### config.mk
export PLATFORM = sky130hd
export DESIGN_NAME = complex_div
export DESIGN_NICKNAME = d
export VERILOG_FILES = /design/src/rtl/complex_div_pkg.sv /design/src/rtl/complex_div_udiv_iter.sv /design/src/rtl/complex_div.sv
export SDC_FILE = /design/constraint.sdc
export NUM_CORES = 2
export LEC_CHECK = 0
export ABC_AREA = 0
export BUFFER_PORTS_ARGS = -buffer_cell sky130_fd_sc_hd__buf_2
export CORE_MARGIN = 1.5
export CORE_UTILIZATION = 30
export DETAILED_ROUTE_END_ITERATION = 16
export PLACE_DENSITY = 0.56
export SLEW_MARGIN = 20
export SYNTH_ARGS = -nofsm -noshare
export SYNTH_HDL_FRONTEND = slang
export SYNTH_SLANG_ARGS = --single-unit
### constraint.sdc
create_clock -name clk -period 9.4 [get_ports clk]
set_clock_uncertainty 0.05 [all_clocks]
set_input_delay 0.47 -clock clk [delete_from_list [all_inputs] [get_ports clk]]
set_output_delay 0.47 -clock clk [all_outputs]
set_load 0.02 [all_outputs]
### src/rtl/complex_div_pkg.sv
// Shared constants, types and helpers for the iterative complex divider.
// COMPLEX_DIV_ROUND_EN selects round-half-away-from-zero (one extra iteration).
package complex_div_pkg;

  localparam int unsigned AW   = 16;
  localparam int unsigned BW   = 16;
  localparam int unsigned QW   = 16;
  localparam int unsigned FRAC = 8;

  localparam int unsigned NW = AW + BW + 1;  // signed numerator width
  localparam int unsigned MW = NW - 1;       // numerator magnitude width
  localparam int unsigned DW = 2 * BW;       // denominator width
  localparam int unsigned SH = QW - 1 - FRAC;
  localparam int unsigned SW = DW + SH;      // saturation compare width

`ifdef COMPLEX_DIV_ROUND_EN
  localparam int unsigned NITER = QW;
`else
  localparam int unsigned NITER = QW - 1;
`endif

  // Left shift applied to |num| before division (FRAC, plus one guard bit when rounding)
  localparam int unsigned DSH = NITER - SH;

  localparam logic [QW-1:0] SAT_MAG = QW'((2 ** (QW - 1)) - 1);

  typedef enum logic [1:0] {IDLE, PREP, DIV, DONE} state_e;

  typedef struct packed {
    logic [QW-1:0] q_re;
    logic [QW-1:0] q_im;
    logic          dz;
    logic          ovf;
  } result_t;

  function automatic logic [QW-1:0] apply_sign(input logic neg, input logic [QW-1:0] mag);
    return neg ? QW'(-mag) : mag;
  endfunction

endpackage

### src/rtl/complex_div_udiv_iter.sv
// Unsigned restoring divider: floor((num << DSH) / den), one quotient bit per cycle.
// The first iteration happens on the start edge; done pulses with the last bit.
module complex_div_udiv_iter
  import complex_div_pkg::*;
#(
  parameter int unsigned P_MW    = MW,
  parameter int unsigned P_DW    = DW,
  parameter int unsigned P_NITER = NITER,
  parameter int unsigned P_DSH   = DSH
) (
  input  logic               clk,
  input  logic               rst,
  input  logic               start,
  input  logic [P_MW-1:0]    num,
  input  logic [P_DW-1:0]    den,
  output logic               busy,
  output logic               done,
  output logic [P_NITER-1:0] quo
);

  localparam int unsigned EW = P_MW + P_DSH;
  localparam int unsigned CW = $clog2(P_NITER + 1);

  logic [P_DW-1:0]    rem_q, rem_d;
  logic [P_NITER-1:0] lo_q, lo_d;
  logic [P_NITER-1:0] quo_q, quo_d;
  logic [CW-1:0]      cnt_q, cnt_d;
  logic               busy_q, busy_d;
  logic               done_q, done_d;

  logic [EW-1:0]      ext_c;
  logic [P_DW-1:0]    rem_src_c;
  logic [P_NITER-1:0] lo_src_c;
  logic [P_NITER-1:0] quo_src_c;
  logic [P_DW:0]      trial_c;

  // One restoring step, sourced from the fresh dividend on start
  always_comb begin
    ext_c     = EW'(num) << P_DSH;
    rem_src_c = start ? P_DW'(ext_c >> P_NITER) : rem_q;
    lo_src_c  = start ? ext_c[P_NITER-1:0] : lo_q;
    quo_src_c = start ? '0 : quo_q;
    trial_c   = {rem_src_c, lo_src_c[P_NITER-1]};

    rem_d  = rem_q;
    lo_d   = lo_q;
    quo_d  = quo_q;
    cnt_d  = cnt_q;
    busy_d = busy_q;
    done_d = 1'b0;

    if (start || busy_q) begin
      lo_d = lo_src_c << 1;
      if (trial_c >= {1'b0, den}) begin
        rem_d = P_DW'(trial_c - {1'b0, den});
        quo_d = {quo_src_c[P_NITER-2:0], 1'b1};
      end else begin
        rem_d = P_DW'(trial_c);
        quo_d = {quo_src_c[P_NITER-2:0], 1'b0};
      end
      if (start) begin
        cnt_d  = CW'(P_NITER - 1);
        busy_d = 1'b1;
      end else begin
        cnt_d = cnt_q - CW'(1);
        if (cnt_q == CW'(1)) begin
          busy_d = 1'b0;
          done_d = 1'b1;
        end
      end
    end
  end

  always_ff @(posedge clk) begin
    if (rst) begin
      rem_q  <= '0;
      lo_q   <= '0;
      quo_q  <= '0;
      cnt_q  <= '0;
      busy_q <= 1'b0;
      done_q <= 1'b0;
    end else begin
      rem_q  <= rem_d;
      lo_q   <= lo_d;
      quo_q  <= quo_d;
      cnt_q  <= cnt_d;
      busy_q <= busy_d;
      done_q <= done_d;
    end
  end

  assign busy = busy_q;
  assign done = done_q;
  assign quo  = quo_q;

endmodule

### src/rtl/complex_div.sv
// Iterative complex divider q = a / b with FRAC fractional quotient bits, valid/ready both sides.
// COMPLEX_DIV_ROUND_EN: round half away from zero instead of truncating (latency +1).
module complex_div
  import complex_div_pkg::*;
(
  input  logic                 clk,
  input  logic                 rst,
  input  logic                 in_valid,
  output logic                 in_ready,
  input  logic signed [AW-1:0] a_re,
  input  logic signed [AW-1:0] a_im,
  input  logic signed [BW-1:0] b_re,
  input  logic signed [BW-1:0] b_im,
  output logic                 out_valid,
  input  logic                 out_ready,
  output logic signed [QW-1:0] q_re,
  output logic signed [QW-1:0] q_im,
  output logic                 dz,
  output logic                 ovf
);

  state_e               state_q, state_d;
  logic signed [AW-1:0] a_re_q, a_re_d, a_im_q, a_im_d;
  logic signed [BW-1:0] b_re_q, b_re_d, b_im_q, b_im_d;
  logic [DW-1:0]        den_q, den_d;
  logic [MW-1:0]        mag_re_q, mag_re_d, mag_im_q, mag_im_d;
  logic                 neg_re_q, neg_re_d, neg_im_q, neg_im_d;
  logic                 sat_re_q, sat_re_d, sat_im_q, sat_im_d;
  logic                 dz_flag_q, dz_flag_d;
  logic                 start_pend_q, start_pend_d;
  result_t              res_q, res_d;
  logic                 out_valid_q, out_valid_d;
  logic                 in_ready_q, in_ready_d;

  logic signed [NW-1:0] ar_x, ai_x, br_x, bi_x;
  logic signed [NW-1:0] num_re_c, num_im_c;
  logic [BW-1:0]        bm_re_c, bm_im_c;
  logic [DW-1:0]        den_c;
  logic [MW-1:0]        mag_re_c, mag_im_c;
  logic                 sat_re_c, sat_im_c;
  logic [QW-1:0]        fin_re_c, fin_im_c;
  logic                 rsat_re_c, rsat_im_c;
  logic                 start_c;
  logic                 div_idle_c;

  logic                 busy_re, busy_im, done_re, done_im;
  logic [NITER-1:0]     quo_re, quo_im;

  // Numerators, denominator and per-component saturation pre-check
  always_comb begin
    ar_x     = NW'(a_re_q);
    ai_x     = NW'(a_im_q);
    br_x     = NW'(b_re_q);
    bi_x     = NW'(b_im_q);
    num_re_c = ar_x * br_x + ai_x * bi_x;
    num_im_c = ai_x * br_x - ar_x * bi_x;
    bm_re_c  = b_re_q[BW-1] ? BW'(-b_re_q) : BW'(b_re_q);
    bm_im_c  = b_im_q[BW-1] ? BW'(-b_im_q) : BW'(b_im_q);
    den_c    = DW'(bm_re_c) * DW'(bm_re_c) + DW'(bm_im_c) * DW'(bm_im_c);
    mag_re_c = MW'(num_re_c[NW-1] ? -num_re_c : num_re_c);
    mag_im_c = MW'(num_im_c[NW-1] ? -num_im_c : num_im_c);
    sat_re_c = SW'(mag_re_c) >= (SW'(den_c) << SH);
    sat_im_c = SW'(mag_im_c) >= (SW'(den_c) << SH);
  end

  // Final quotient magnitude; the rounded form may still hit 2^(QW-1)
  always_comb begin
`ifdef COMPLEX_DIV_ROUND_EN
    fin_re_c  = QW'(quo_re >> 1) + QW'(quo_re[0]);
    fin_im_c  = QW'(quo_im >> 1) + QW'(quo_im[0]);
    rsat_re_c = fin_re_c[QW-1];
    rsat_im_c = fin_im_c[QW-1];
`else
    fin_re_c  = QW'(quo_re);
    fin_im_c  = QW'(quo_im);
    rsat_re_c = 1'b0;
    rsat_im_c = 1'b0;
`endif
  end

  assign div_idle_c = ~(busy_re | busy_im);

  always_comb begin
    state_d      = state_q;
    a_re_d       = a_re_q;
    a_im_d       = a_im_q;
    b_re_d       = b_re_q;
    b_im_d       = b_im_q;
    den_d        = den_q;
    mag_re_d     = mag_re_q;
    mag_im_d     = mag_im_q;
    neg_re_d     = neg_re_q;
    neg_im_d     = neg_im_q;
    sat_re_d     = sat_re_q;
    sat_im_d     = sat_im_q;
    dz_flag_d    = dz_flag_q;
    start_pend_d = start_pend_q;
    res_d        = res_q;
    out_valid_d  = out_valid_q;
    in_ready_d   = in_ready_q;
    start_c      = 1'b0;

    case (state_q)
      IDLE: begin
        in_ready_d = 1'b1;
        if (in_valid && in_ready_q) begin
          a_re_d     = a_re;
          a_im_d     = a_im;
          b_re_d     = b_re;
          b_im_d     = b_im;
          in_ready_d = 1'b0;
          state_d    = PREP;
        end
      end
      PREP: begin
        den_d        = den_c;
        mag_re_d     = mag_re_c;
        mag_im_d     = mag_im_c;
        neg_re_d     = num_re_c[NW-1];
        neg_im_d     = num_im_c[NW-1];
        sat_re_d     = sat_re_c;
        sat_im_d     = sat_im_c;
        dz_flag_d    = (den_c == '0);
        start_pend_d = 1'b1;
        state_d      = DIV;
      end
      DIV: begin
        if (start_pend_q) begin
          // Divide-by-zero and full saturation finish without iterating
          if (dz_flag_q) begin
            start_pend_d = 1'b0;
            res_d.q_re   = '0;
            res_d.q_im   = '0;
            res_d.dz     = 1'b1;
            res_d.ovf    = 1'b0;
            out_valid_d  = 1'b1;
            state_d      = DONE;
          end else if (sat_re_q && sat_im_q) begin
            start_pend_d = 1'b0;
            res_d.q_re   = apply_sign(neg_re_q, SAT_MAG);
            res_d.q_im   = apply_sign(neg_im_q, SAT_MAG);
            res_d.dz     = 1'b0;
            res_d.ovf    = 1'b1;
            out_valid_d  = 1'b1;
            state_d      = DONE;
          end else begin
            start_c      = div_idle_c;
            start_pend_d = ~div_idle_c;
          end
        end else if (done_re && done_im) begin
          res_d.q_re  = (sat_re_q || rsat_re_c) ? apply_sign(neg_re_q, SAT_MAG)
                                                : apply_sign(neg_re_q, fin_re_c);
          res_d.q_im  = (sat_im_q || rsat_im_c) ? apply_sign(neg_im_q, SAT_MAG)
                                                : apply_sign(neg_im_q, fin_im_c);
          res_d.dz    = 1'b0;
          res_d.ovf   = sat_re_q | sat_im_q | rsat_re_c | rsat_im_c;
          out_valid_d = 1'b1;
          state_d     = DONE;
        end
      end
      DONE: begin
        if (out_ready) begin
          out_valid_d = 1'b0;
          in_ready_d  = 1'b1;
          state_d     = IDLE;
        end
      end
      default: state_d = IDLE;
    endcase
  end

  always_ff @(posedge clk) begin
    if (rst) begin
      state_q      <= IDLE;
      a_re_q       <= '0;
      a_im_q       <= '0;
      b_re_q       <= '0;
      b_im_q       <= '0;
      den_q        <= '0;
      mag_re_q     <= '0;
      mag_im_q     <= '0;
      neg_re_q     <= 1'b0;
      neg_im_q     <= 1'b0;
      sat_re_q     <= 1'b0;
      sat_im_q     <= 1'b0;
      dz_flag_q    <= 1'b0;
      start_pend_q <= 1'b0;
      res_q        <= '0;
      out_valid_q  <= 1'b0;
      in_ready_q   <= 1'b0;
    end else begin
      state_q      <= state_d;
      a_re_q       <= a_re_d;
      a_im_q       <= a_im_d;
      b_re_q       <= b_re_d;
      b_im_q       <= b_im_d;
      den_q        <= den_d;
      mag_re_q     <= mag_re_d;
      mag_im_q     <= mag_im_d;
      neg_re_q     <= neg_re_d;
      neg_im_q     <= neg_im_d;
      sat_re_q     <= sat_re_d;
      sat_im_q     <= sat_im_d;
      dz_flag_q    <= dz_flag_d;
      start_pend_q <= start_pend_d;
      res_q        <= res_d;
      out_valid_q  <= out_valid_d;
      in_ready_q   <= in_ready_d;
    end
  end

  complex_div_udiv_iter #(
    .P_MW(MW), .P_DW(DW), .P_NITER(NITER), .P_DSH(DSH)
  ) u_div_re (
    .clk  (clk),
    .rst  (rst),
    .start(start_c),
    .num  (mag_re_q),
    .den  (den_q),
    .busy (busy_re),
    .done (done_re),
    .quo  (quo_re)
  );

  complex_div_udiv_iter #(
    .P_MW(MW), .P_DW(DW), .P_NITER(NITER), .P_DSH(DSH)
  ) u_div_im (
    .clk  (clk),
    .rst  (rst),
    .start(start_c),
    .num  (mag_im_q),
    .den  (den_q),
    .busy (busy_im),
    .done (done_im),
    .quo  (quo_im)
  );

  assign in_ready  = in_ready_q;
  assign out_valid = out_valid_q;
  assign q_re      = res_q.q_re;
  assign q_im      = res_q.q_im;
  assign dz        = res_q.dz;
  assign ovf       = res_q.ovf;

endmodule

After elaboration in Yosys (flattened, before gate mapping):

Index checks and enable logic that the tools add are counted.

* flip-flop bits (word level): 338
* input bits: 68
* output and inout port bits: 36

* $add $sub $neg: 13
* $mul: 6
* $lt $le $gt $ge: 4
* equality and inequality tests: 10
* muxes and demuxes: 56
* bitwise operators: 5
* reduce and logical (&&, ||, !) cells: 22

Operators by type and width (count)
* 16-bit by 16-bit multiplier with 32-bit output: 6
* 32-bit 2-to-1 mux: 6
* 34-bit 2-to-1 mux: 4
* 16-bit 2-to-1 mux: 8
* 32-bit by 39-bit greater-or-equal comparator with 1-bit output: 2
* 33-bit by 32-bit greater-or-equal comparator with 1-bit output: 2
* 32-bit negator: 2
* 32-bit subtractor: 2
* 32-bit by 32-bit adder with 33-bit output: 1
* 32-bit by 32-bit subtractor with 33-bit output: 1
* 32-bit adder: 1
* 32-bit zero test: 1
* 15-bit negator with 16-bit output: 2
* 16-bit negator: 2
* 15-bit 2-to-1 mux: 2
* 14-bit 2-to-1 mux: 2
* 1-bit 2-to-1 mux: 22
* 2-bit 2-to-1 mux: 6
* 2-bit nonzero test: 6
* 4-bit by 1-bit equality test with 1-bit output (second input constant): 2
* 4-bit 2-to-1 mux: 2
* 2-bit one-hot mux with 4 select lines: 1
* 2-bit AND reduction: 4
* 4-bit AND reduction: 2
* 15 further kinds: 27

Longest topological paths before layout:

* depth in word-level cells: 9
* depth in mapped cells: 46

Cells and area by module:

From an unflattened synthesis, not the netlist that was laid out.

* cell total of the unflattened synthesis: 8709
* area total of the unflattened synthesis: 76663.5 µm²

By module, submodules not included
* complex_div: times used 1, cells each 7508, area each 67148.2 µm², seq. area each 4083.9 µm²
* complex_div_udiv_iter (u_div_im): times used 1, cells each 608, area each 4867.2 µm², seq. area each 1181.1 µm²
* complex_div_udiv_iter (u_div_re): times used 1, cells each 593, area each 4648.2 µm², seq. area each 1181.1 µm²

Least setup slack after synthesis:

No wires, ideal clock.

* kind: reg2reg
* start point: register b_im_q[0]
* end point: register sat_im_q
* library setup time: 0.132 ns
* arrival: 10.104 ns
* required time: 9.218 ns
* slack: -0.886 ns
* cell stages (with the launch flop): 43
* path buffers: 3
* clock period less this slack: 10.286 ns
* cell sequence: dfxtp_1 > clkbuf_1 > clkbuf_1 > nand2_1 > inv_1 > fa_1 > inv_1 > fa_1 > inv_1 > fa_1 > inv_1 > fa_1 > fa_1 > fa_1 > fa_1 > inv_1 > fa_1 > inv_1 > (+7 left out) > o2111ai_1 > nor4_1 > and4_1 > a21oi_1 > xnor2_1 > inv_1 > ha_1 > a21o_1 > a21o_1 > a21oi_1 > nor2b_1 > o21ai_0 > nand2b_1 > a21oi_1 > o21ai_0 > a2111oi_0 > o31a_1 > nor3_1

* word-level cells in the longest chain between the ends: 5

Ends and longest elaborated chain
* from (decl): RTL line complex_div.sv:24 `logic signed [BW-1:0] b_re_q, b_re_d, b_im_q, b_im_d;`
* from (signal assigned): RTL line complex_div.sv:196 `b_im_q <= b_im_d;`
* 16-bit by 16-bit multiplier with 32-bit output (*): RTL line complex_div.sv:56 `num_im_c = ai_x * br_x - ar_x * bi_x;`
* 32-bit by 32-bit subtractor with 33-bit output (*): RTL line complex_div.sv:56
* 32-bit negator: RTL line complex_div.sv:61 `mag_im_c = MW'(num_im_c[NW-1] ? -num_im_c : num_im_c);`
* 32-bit 2-to-1 mux (*): RTL line complex_div.sv:61
* net mag_im_c[24]: RTL line complex_div.sv:39 `logic [MW-1:0] mag_re_c, mag_im_c;`
* 32-bit by 39-bit greater-or-equal comparator with 1-bit output (*): RTL line complex_div.sv:63 `sat_im_c = SW'(mag_im_c) >= (SW'(den_c) << SH);`
* to (signal assigned): RTL line complex_div.sv:203 `sat_im_q <= sat_im_d;`
* to (decl): RTL line complex_div.sv:28 `logic sat_re_q, sat_re_d, sat_im_q, sat_im_d;`

Mark *: on every way through the listed nets, which the timed path passes. The rest lies on a longest branch.
A chain may end at the register's enable or synchronous reset.

Worst setup path in the final report:

* start point: register b_re_q[3]
* end point: register sat_re_q

* word-level cells in the longest chain between the ends: 5

Ends and longest elaborated chain
* from (decl): RTL line complex_div.sv:24
* from (signal assigned): RTL line complex_div.sv:195 `b_re_q <= b_re_d;`
* 16-bit by 16-bit multiplier with 32-bit output (*): RTL line complex_div.sv:55 `num_re_c = ar_x * br_x + ai_x * bi_x;`
* 32-bit by 32-bit adder with 33-bit output (*): RTL line complex_div.sv:55
* 32-bit negator: RTL line complex_div.sv:60 `mag_re_c = MW'(num_re_c[NW-1] ? -num_re_c : num_re_c);`
* 32-bit 2-to-1 mux (*): RTL line complex_div.sv:60
* net mag_re_c[14]: RTL line complex_div.sv:39
* 32-bit by 39-bit greater-or-equal comparator with 1-bit output (*): RTL line complex_div.sv:62 `sat_re_c = SW'(mag_re_c) >= (SW'(den_c) << SH);`
* to (signal assigned): RTL line complex_div.sv:202 `sat_re_q <= sat_re_d;`
* to (decl): RTL line complex_div.sv:28

Marked as above.

==> out/qor.csv <==
stage;metric;value;unit
yosys;Syn Inst Count;8774;
drt;DRT Pass-1 Iters;7;
clocking;clk slew on worst S/H paths;0.06;ns
drt;remaining antenna violation count;0;
yosys;Yosys cell types;87;
yosys;Yosys top cell area share;41.3;%
clocking;htree depth;2;
clocking;clk sinks;322;
placed_design;cell count after placement;13000;
worst_hold_path;Worst Min Path Start;a_im[0];
sta;Final min period;10.04;ns
worst_setup_path;crit-path max cell delay;0.69;ns
floorplanning;Rows;184;
worst_setup_path;crit path kind;flip-flop to flip-flop;
worst_setup_path;CP Buf/Inv Count;9;
final_layout;fin nets;12000;
yosys;sequential-to-total area share from yosys stat;8.50;%
placed_design;routability congestion estimate;0.926;
yosys;Yosys top cell by area;fa_1;
final_layout;fillcell total;25500;
yosys;most common cell in the netlist;inv_1;
clocking;Root Driver;clkbuf_16;
worst_setup_path;R2R cell count;36;
yosys;Post-synth top cells;inv_1 (1914), fa_1 (1564), nand2_1 (1020);
drt;DRT iter0 DRCs;3841;
run_status;outcome;complete, but fails checks;
sta;Final Hold Fails;0;
floorplanning;area of the core;251000;um^2
placed_design;DP HPWL;211;mm
yosys;dominant cells by area after synthesis;fa_1 (41%), ha_1 (10%), inv_1 (9.5%), dfxtp_1 (8.5%), nand2_1 (5.1%);
drt;DR vias/cell;4.73;
final_layout;layout overhead on the synthesized area;22.0;%
drt;via count;62200;
global_route;largest net degree at the start of global routing;110;
worst_setup_path;Critical R2R Launch;b_re_q[3];
floorplanning;IO Pins;104;
worst_setup_path;Arrival @ worst endpoint;10.53;ns
sta;Final Max Tran Viols;0;
worst_setup_path;Worst path top cell family by delay;adder cells;
yosys;syn avg cell area;8.64;um^2
worst_setup_path;worst setup path startpoint;b_re_q[3];
clocking;TritonCTS buffer count;42;
worst_setup_path;flop2flop setup slack;-0.64;ns
floorplanning;DIE WIDTH;506;um
sta;RSZ-0062 raised after global routing;true;
sta;Slew @ Worst Pin;1.09;ns
worst_setup_path;CP max stage cell;fa_1;
sta;FMAX;99.6;MHz
yosys;Synth Warn #;0;
run_status;failing checks;negative setup slack;
worst_setup_path;worst-path fanout max;14;
final_layout;non-filler instance count after layout;13100;
yosys;Post-synth EDFFs;0;
placed_design;IO buf count;103;
floorplanning;die height;506;um
global_route;GR Overflow Total;0;
flow_run;max cap viols;0;
worst_hold_path;Cells on Worst Hold Path;3;
sta;hold slack;0.0447;ns
global_route;vias in the first global route;67300;
drt;DRC;0;
yosys;Synth Flop Type;dfxtp_1;
drt;detailed-route wire length;247;mm
yosys;synthesized cell area;75800;um^2
sta;crit share post-route;107;%
final_layout;share of cells above drive strength 1;16.6;%
sta;final setup vio count;2;
clocking;Max clock buf depth;3;
worst_setup_path;Critical Path RT;9.89;ns
clocking;CTS tree;built;
sta;relative slew slack;27.2;%
global_route;Global Route Usage Sum;19.3;%
worst_setup_path;WP depth;36;
worst_hold_path;Min-Delay Path Class;input port to flip-flop;
sta;post-route setup slack;-0.637;ns
global_route;first-pass GRT wire length;385;mm
sta;setup TNS;-1.16;ns
worst_setup_path;Worst Setup End Kind;flip-flop;
worst_setup_path;kind of start point of the critical path;flip-flop;
floorplanning;starting density of the core;30.2;%
global_route;initial antenna violation count;12;
yosys;Seq cells post-synth;322;
clocking;Skew-Pair Late Insertion Delay;0.69;ns
floorplanning;Die ar.;256000;um^2
drt;routed length per instance;18.8;um
worst_setup_path;Critical Path Most Common Cell;fa_1;
yosys;FFs w/ async S/R, synth;0;%
==> cells in the final DEF (no fill, tap or decap), drive strengths merged, types with 55 or more instances in the layout <==
| cell | n |
|---|---|
| inv | 1917 |
| fa | 1564 |
| buf | 1280 |
| nand2 | 1020 |
| nor2 | 647 |
| ha | 620 |
| and2 | 554 |
| dfxtp | 322 |
| a21oi | 300 |
| xnor2 | 175 |
| o21ai | 151 |
| nor3 | 126 |
| xor2 | 110 |
| a211oi | 104 |
| a21o | 62 |
| mux2i | 61 |
| nand2b | 59 |
| clkbuf | 55 |
==> worst paths after layout <==
path | end
setup / recovery | sat_re_q
hold / removal | a_im_q[0]
setup reg to reg | sat_re_q
hold reg to reg | u_div_re.lo_q[9]
==> worst min-delay path, cell delays in order <==
cell and delay, ns:
buf_2 0.13, nand2_1 0.07, a21oi_1 0.05
==> registers in the layout, indices dropped and copies added, names as in the netlist, 2 cells and up <==
name and flops:
a_im_q 16, a_re_q 16, b_im_q 16, b_re_q 16, den_q 32, mag_im_q 32, mag_re_q 32, q_im 16
q_re 16, state_q 2, u_div_im.cnt_q 4, u_div_im.lo_q 6, u_div_im.quo 15, u_div_im.rem_q 32, u_div_re.cnt_q 4, u_div_re.lo_q 6
u_div_re.quo 15, u_div_re.rem_q 32
==> kinds of logic (layout without fill, tap and decap cells) <==
kind of cell               Yosys count  in the layout  share of synthesized area (%)
and+or+nand+nor                   2654           2654                           16.3
buffers and inverters             2340           3327                           11.6
adders and majority gates         2184           2184                           51.5
AOI/OAI and AO/OA                  924            924                           7.95
DFF                                322            322                           8.50
xor gates and xnor gates           285            285                           3.29
muxes                               63             63                          0.835
other                                2             29                        0.00991
==> layer usage <==
layer / global-route usage [%] / routed length, um
met4: 5.15 / 8030
met3: 1.99 / 12600
met1: 25.8 / 108000
met2: 33.1 / 118000
met5: 0 / 27
==> metrics by stage <==
stage | util, % | setup WS (ns) | instance area, um^2
after floorplan | - | -0.260 | 76300
after global placement | 35.5 | -0.899 | 89300
after detailed placement | 35.5 | -0.978 | 89300
after CTS | 36.4 | -0.571 | 91500
after global routing | 36.8 | -1.05 | 92400
final | 36.8 | -0.637 | 92500
==> area by class of cell <==
type                    instances  area, um^2  area share [%]
flip-flops and latches        322        6480            7.01
well taps                    3348        4190            4.53
diodes                          4        10.0          0.0108
multi-input cells            6135       61800            66.8
clock buffers                  50        1120            1.21
repair buffers               1325       11300            12.2
clock inverters                28         367           0.397
inverters                    1924        7250            7.84
==> what timing repair did <==
item / 4_1_cts / 5_1_grt
cloned: 0 / 5
hold buffers: 40 / 0
gates resized for setup: 68 / 146
setup buffers: 8 / 28
pin swaps: 17 / 73
endpoints found under the setup margin: 6 / 7
endpoints found under the hold margin: 40 / 0
Power is left out: the tool's default activity adds up to more than one toggle a clock period on the data nets, which glitch-free logic cannot reach.
